==> config.mk <==
export PLATFORM = sky130hd
export DESIGN_NAME = decode_ctrl
export DESIGN_NICKNAME = d
export VERILOG_FILES = /design/src/rtl/decode_ctrl.sv
export SDC_FILE = /design/constraint.sdc
export NUM_CORES = 1
export LEC_CHECK = 0
export BUFFER_PORTS_ARGS = -buffer_cell sky130_fd_sc_hd__buf_2
export CORE_MARGIN = 2
export CORE_UTILIZATION = 43
export DETAILED_ROUTE_END_ITERATION = 8
export GPL_TIMING_DRIVEN = 0
export PLACE_DENSITY = 0.71
export SYNTH_ARGS = -nofsm -noshare
export SYNTH_HDL_FRONTEND = slang
export SYNTH_SLANG_ARGS = --single-unit
==> constraint.sdc <==
create_clock -name clk -period 2.57 [get_ports clk]
set_clock_uncertainty 0.2 [all_clocks]
set_input_delay 0.514 -clock clk [delete_from_list [all_inputs] [get_ports clk]]
set_output_delay 0.514 -clock clk [all_outputs]
set_load 0.01 [all_outputs]
==> src/rtl/decode_ctrl.sv <==
// decode_ctrl: ID-stage controller holding the IF/ID register, opcode decode, valid/ready, load-use bubble and flush.
// Optional sticky illegal-opcode trap enabled by defining DECODE_ILLEGAL_TRAP_EN.
module decode_ctrl #(
    parameter int PC_W = 32,
    parameter int XLEN = 32
) (
    input  logic            clk,
    input  logic            rst,
    input  logic            if_valid,
    input  logic [XLEN-1:0] if_instr,
    input  logic [PC_W-1:0] if_pc,
    output logic            if_ready,
    input  logic            ex_ready,
    input  logic            flush,
    output logic            id_valid,
    output logic [XLEN-1:0] id_instr,
    output logic [PC_W-1:0] id_pc,
    output logic [1:0]      Imm_sel,
    output logic            reg_write,
    output logic            mem_read,
    output logic            mem_write,
    output logic            branch,
    output logic            alu_src,
    output logic            illegal,
    output logic            hazard_stall
);
    localparam logic [6:0] OP_R = 7'b0110011;
    localparam logic [6:0] OP_I = 7'b0010011;
    localparam logic [6:0] OP_L = 7'b0000011;
    localparam logic [6:0] OP_S = 7'b0100011;
    localparam logic [6:0] OP_B = 7'b1100011;

    typedef enum logic {RUN, BUBBLE} state_t;

    state_t          state_q, state_d;
    logic            id_valid_q, id_valid_d;
    logic [XLEN-1:0] id_instr_q, id_instr_d;
    logic [PC_W-1:0] id_pc_q, id_pc_d;
    logic [6:0]      op, if_op;
    logic [4:0]      rd;
    logic            adv, hazard, xfer, rs2_used;

    assign op       = id_instr_q[6:0];
    assign if_op    = if_instr[6:0];
    assign rd       = id_instr_q[11:7];
    assign id_valid = id_valid_q;
    assign id_instr = id_instr_q;
    assign id_pc    = id_pc_q;

    always_comb begin
        Imm_sel   = 2'b11;
        reg_write = 1'b0;
        mem_read  = 1'b0;
        mem_write = 1'b0;
        branch    = 1'b0;
        alu_src   = 1'b0;
        if (id_valid_q) begin
            case (op)
                OP_R: reg_write = 1'b1;
                OP_I: {Imm_sel, reg_write, alu_src} = {2'b00, 1'b1, 1'b1};
                OP_L: {Imm_sel, reg_write, mem_read, alu_src} = {2'b00, 1'b1, 1'b1, 1'b1};
                OP_S: {Imm_sel, mem_write, alu_src} = {2'b01, 1'b1, 1'b1};
                OP_B: {Imm_sel, branch} = {2'b10, 1'b1};
                default: Imm_sel = 2'b11;
            endcase
        end
    end

`ifdef DECODE_ILLEGAL_TRAP_EN
    logic illegal_q, bad_op;
    assign bad_op  = id_valid_q & !(op inside {OP_R, OP_I, OP_L, OP_S, OP_B});
    assign illegal = illegal_q | bad_op;
    always_ff @(posedge clk)
        if (rst) illegal_q <= 1'b0;
        else     illegal_q <= !flush & illegal;
`else
    assign illegal = 1'b0;
`endif

    // rs2 only matters for formats that actually read it
    assign rs2_used = if_op inside {OP_R, OP_S, OP_B};
    assign hazard   = id_valid_q & mem_read & (rd != 5'd0) & if_valid &
                      ((if_instr[19:15] == rd) | ((if_instr[24:20] == rd) & rs2_used));
    assign adv      = !id_valid_q | ex_ready;
    assign xfer     = if_valid & if_ready;

    always_ff @(posedge clk) begin
        if (rst) begin
            state_q    <= RUN;
            id_valid_q <= 1'b0;
            id_instr_q <= XLEN'(32'h0000_0013);
            id_pc_q    <= '0;
        end else begin
            state_q    <= state_d;
            id_valid_q <= id_valid_d;
            id_instr_q <= id_instr_d;
            id_pc_q    <= id_pc_d;
        end
    end

    always_comb begin
        state_d    = flush ? RUN : (state_q == RUN && hazard && ex_ready) ? BUBBLE : RUN;
        id_valid_d = flush ? 1'b0 : (adv & !illegal) ? xfer : id_valid_q;
        id_instr_d = xfer ? if_instr : id_instr_q;
        id_pc_d    = xfer ? if_pc : id_pc_q;
    end

    always_comb begin
        if_ready     = adv & (state_q == RUN) & !hazard & !flush & !illegal;
        hazard_stall = (state_q == RUN) & hazard & ex_ready & !flush;
    end
endmodule

== After elaboration in Yosys (flattened, before gate mapping) ==
Cells that the tools add are included.

* Flip-flop bits (word level): 66
* Bits of input ports: 69
* Output and inout bits: 75
* Logic and storage cells: 53

* Equality and inequality tests: 10
* Multiplexer cells: 13
* Bitwise logic cells: 15
* Reduce and logical (&&, ||, !) cells: 11

{| class="wikitable"
|+ Operators with widths
! kind !! count
|-
| $eq A7 B6 Y1 const B || 4
|-
| $eq A7 B7 Y1 const B || 2
|-
| $and A1 B1 Y1 || 12
|-
| $mux W1 || 11
|-
| $eq A5 B5 Y1 || 2
|-
| $eq A7 B2 Y1 const B || 1
|-
| $eq A7 B5 Y1 const B || 1
|-
| $pmux W2 S3 || 1
|-
| $reduce_or A3 Y1 || 2
|-
| $reduce_bool A5 Y1 || 1
|-
| $reduce_or A2 Y1 || 2
|-
| $logic_not A1 Y1 || 3
|-
| $reduce_bool A3 Y1 || 1
|-
| $logic_and A1 B1 Y1 || 2
|-
| $mux W2 || 1
|-
| $or A1 B1 Y1 || 2
|-
| $not A1 Y1 || 1
|}

== Logic depth before layout (Yosys ltp) ==
* Depth in word-level cells: 11
* Gate-level depth with buffers: 8
* Depth with buffers taken out: 5

== Least setup slack after synthesis ==
Ideal clock, no wire load.

* Path kind: input to output
* Start point: in if_instr[21]
* End point: out hazard_stall
* Data arrival time: 1.628 ns
* Required time: 1.856 ns
* Setup slack: 0.228 ns
* Stages: 5
* Buffers on the path: 0
* Cell sequence: xor2_1 nor3_1 nand4_1 a21oi_4 and3_1

* Cells in the longest elaborated chain, start to end: 7

{| class="wikitable"
|+ RTL lines
! element !! line !! RTL
|-
| start, declared || 10 || <nowiki>input logic [XLEN-1:0] if_instr,</nowiki>
|-
| $eq A5 B5 Y1 || 83 || <nowiki>((if_instr[19:15] == rd) | ((if_instr[24:20] == rd) & rs2_used));</nowiki>
|-
| $and A1 B1 Y1 || 83 ||
|-
| $or A1 B1 Y1 || 83 ||
|-
| $and A1 B1 Y1 || 82 || <nowiki>assign hazard = id_valid_q & mem_read & (rd != 5'd0) & if_valid &</nowiki>
|-
| $and A1 B1 Y1 (3 in series) || 110 || <nowiki>hazard_stall = (state_q == RUN) & hazard & ex_ready & !flush;</nowiki>
|-
| end, declared || 25 || <nowiki>output logic hazard_stall</nowiki>
|}

No other way between the ends.

== Worst setup path in the final report ==
* Start point: reg id_instr_q[3] (netlist: id_instr[3])
* End point: out hazard_stall

* Cells in the longest elaborated chain, start to end: 10

{| class="wikitable"
|+ RTL lines
! element !! line !! RTL
|-
| start, declared || 37 || <nowiki>logic [XLEN-1:0] id_instr_q, id_instr_d;</nowiki>
|-
| start signal, assigned || 91 || <nowiki>id_instr_q <= XLEN'(32'h0000_0013);</nowiki>
|-
| start signal, assigned || 96 || <nowiki>id_instr_q <= id_instr_d;</nowiki>
|-
| $eq A7 B2 Y1 || 58 || <nowiki>case (op)</nowiki>
|-
| $mux W1 || 58 ||
|-
| $mux W1 || 57 || <nowiki>if (id_valid_q) begin</nowiki>
|-
| $and A1 B1 Y1 (4 in series) || 82 ||
|-
| $and A1 B1 Y1 (3 in series) || 110 ||
|}

No other way between the ends.

==> metrics.cfg <==
[floorplan]
die_area_um2=10400
fp.dieH_um=102
fp.coreArea_um2=9280
ios=144
num_rows=35
initial_core_util_pct=44.3
die_w_um=102

[setup_path]
cp_top_family=simple AND/OR/NAND/NOR gates
crit_arrival_ns=1.95
end_kind=primary output
path_cells=and4bb_2 > nand4b_1 > or2_4 > a21oi_4 > and3_4 > buf_6
critPathBufInv=1
required_ns=1.86
slowest_delay_ns=0.32
worstSetupPathType=flip-flop to primary output
path_max_fanout=3
slowest_stage=dfxtp_2
crit_path_start_kind=flip-flop

[sta]
setup_slack_ns=-0.0934
tightestPinTransition_ns=0.584
slew_headroom_pct=61.0
slew_viol_final=0
setup_viol=2
fmax_mhz=375
hold_ws_ns=0.177
setup_tns_ns=-0.121
min_period_over_period_pct=104
period_needed_ns=2.66
rsz0062_at_grt=yes
hold_viol_final=0

[route]
wl_per_cell_um=19.1
first_pass_iters=5
drt_iter0_drc=329
routed_wl_um=15300
vias=5184
ant_nets=0
viasPerCell=6.50
drcViolationCount=0

[synthesis]
synth-seq-cells=66
postSynth.asyncResetShare_pct=0
synthMuxAreaShare_pct=0
synth_edf_count=0
synthFlopType=dfxtp_1
seq_area_frac_synth_pct=32.1
syn-instance-count=504
yosys.area_share.simple_pct=29.4
synth_xor_area_share_pct=2.13
yosysWarnings=0
syn_avg_cell_area_um2=8.17
synthesis.nets=573
synth_compound_area_share_pct=27.1
synth_top_family_by_area=simple AND/OR/NAND/NOR gates
synthAdderAreaFrac_pct=0
ys_types=41
synth.cell_area_um2=4120

[clock_tree]
cts_buffer_depth=2
cts_buffers=9
h-tree-depth=3
cts_tree=yes
cts.sinks=66
path_clk_slew_ns=0.08
clockRootBuffer=clkbuf_8
clock_latency_ns=0.36
postCtsHoldBufs=0

[cells_and_area]
nFillCells=941
nNetsFinal=734
fin_util_pct=56.9
multi_input_area_um2=2440
syn2layout_area_growth_pct=28.4
antenna_cells=0
final_cells=798
seqCellArea_um2=1340
final_area_um2=5290
drive_above_1_share_pct=31.2

[placed_design]
dp_cells=775
post_dp_cell_area_um2=4990
place_ws_ns=-0.267
port_buffers=142
detailed_place_hpwl_um=10500
gp_congestion=0.938

[grt]
grt.total_usage_pct=28.8
antenna_found_initial=0
grt_pass1_wl_um=23900
grt_max_degree=12
grt_pass1_vias=4764
globalRouteOverflowTotal=0

[outcome]
violations=negative setup slack
outcome=complete, but fails checks

[flow_run]
maxCapViolations=0

[power]
power_leakage_nw=2.49
p_total_mw=2.64
pwr_density_cell_nw_per_um2=499
ir_drop_uv=218

[worst_hold_path]
hold_path.class=primary input to flip-flop

## kinds of logic (layout without fill, tap and decap cells)
group,Yosys count,count (layout)
AND/OR/NAND/NOR,222,222
flip-flops,66,66
other,1,1
buffers and inverters,78,243
AO/OA/AOI/OAI,127,127
XOR/XNOR,10,10
## power breakdown
group          switching [mW]  leakage [nW]  internal [mW]
Clock                   0.442        0.0941          0.466
Combinational           0.305          1.85          0.226
Sequential             0.0845         0.547           1.11
## cells in the final DEF, fill, tap and decap left out, types with 3 or more instances in the layout
cell | netlist | layout
clkbuf_1 | 48 | 48
nand2_1 | 7 | 7
nor3_1 | 5 | 4
o211ai_1 | 3 | 3
xor2_1 | 8 | 8
buf_4 | 7 | 16
o41ai_2 | 3 | 3
dfxtp_2 | 0 | 6
buf_2 | 13 | 154
inv_1 | 4 | 4
dfxtp_1 | 66 | 58
nor2b_1 | 4 | 4
a22oi_1 | 3 | 3
clkbuf_8 | 0 | 10
o2111ai_1 | 54 | 54
nand3_1 | 121 | 120
and3_1 | 62 | 61
a32oi_1 | 56 | 56
nor2_1 | 8 | 8
## cell type report
cell class | instances | share of cell area [%]
multi-input cells | 360 | 46.2
repair buffers | 151 | 14.8
plain buffers | 72 | 6.58
flip-flops and latches | 66 | 25.3
clock inverters | 5 | 1.04
clock buffers | 10 | 2.60
inverters | 5 | 0.355
well taps | 129 | 3.05
## worst paths after layout
check              startpoint            to  slack, ns  depth (start not counted)
setup reg to reg  id_instr[3]  id_instr[27]       0.20                          7
hold / removal          flush      id_valid       0.18                          2
hold reg to reg     id_pc[15]     id_pc[15]       0.31                          2
setup / recovery  id_instr[3]  hazard_stall      -0.09                          6
## routing by layer
metal	share of wire (%)	global-route usage [%]	routed length [µm]	vias to the layer above
met5	0	0	0	-
met4	2.3	11.8	357	0
met3	8.2	5.20	1260	39
met2	48	46.5	7310	287
met1	42	38.2	6350	2509
li1	-	-	-	2349
## cells in the mapped netlist (2+ instances only)
cell,instances,area (µm²)
dfxtp_1,66,1320
clkbuf_1,48,180
nor3_1,5,25.0
nor4_1,2,12.5
buf_2,13,65.1
buf_6,2,22.5
nand2_1,7,26.3
nor2b_1,4,25.0
o41ai_2,3,48.8
o21ai_0,2,10.0
and3_1,62,388
a22oi_1,3,22.5
inv_1,4,15.0
o2111ai_1,54,473
and4_1,2,17.5
o211ai_1,3,22.5
nor3b_1,2,15.0
a32oi_1,56,490
buf_4,7,52.6
a21oi_1,2,10.0
nor2_1,8,30.0
or3_1,2,12.5
xnor2_1,2,17.5
nand3_1,121,606
xor2_1,8,70.1
## sequential cells by signal (all words and copies together) (netlist names)
register,cells
id_valid,1
state_q,1
id_instr,32
id_pc,32
## repair_timing
action	CTS	global route
buffers inserted	8	1
endpoints found under the setup margin	2	4
cloned	0	0
pin swaps	8	9
resized for setup	12	6
(Power assumes the default switching activity.)
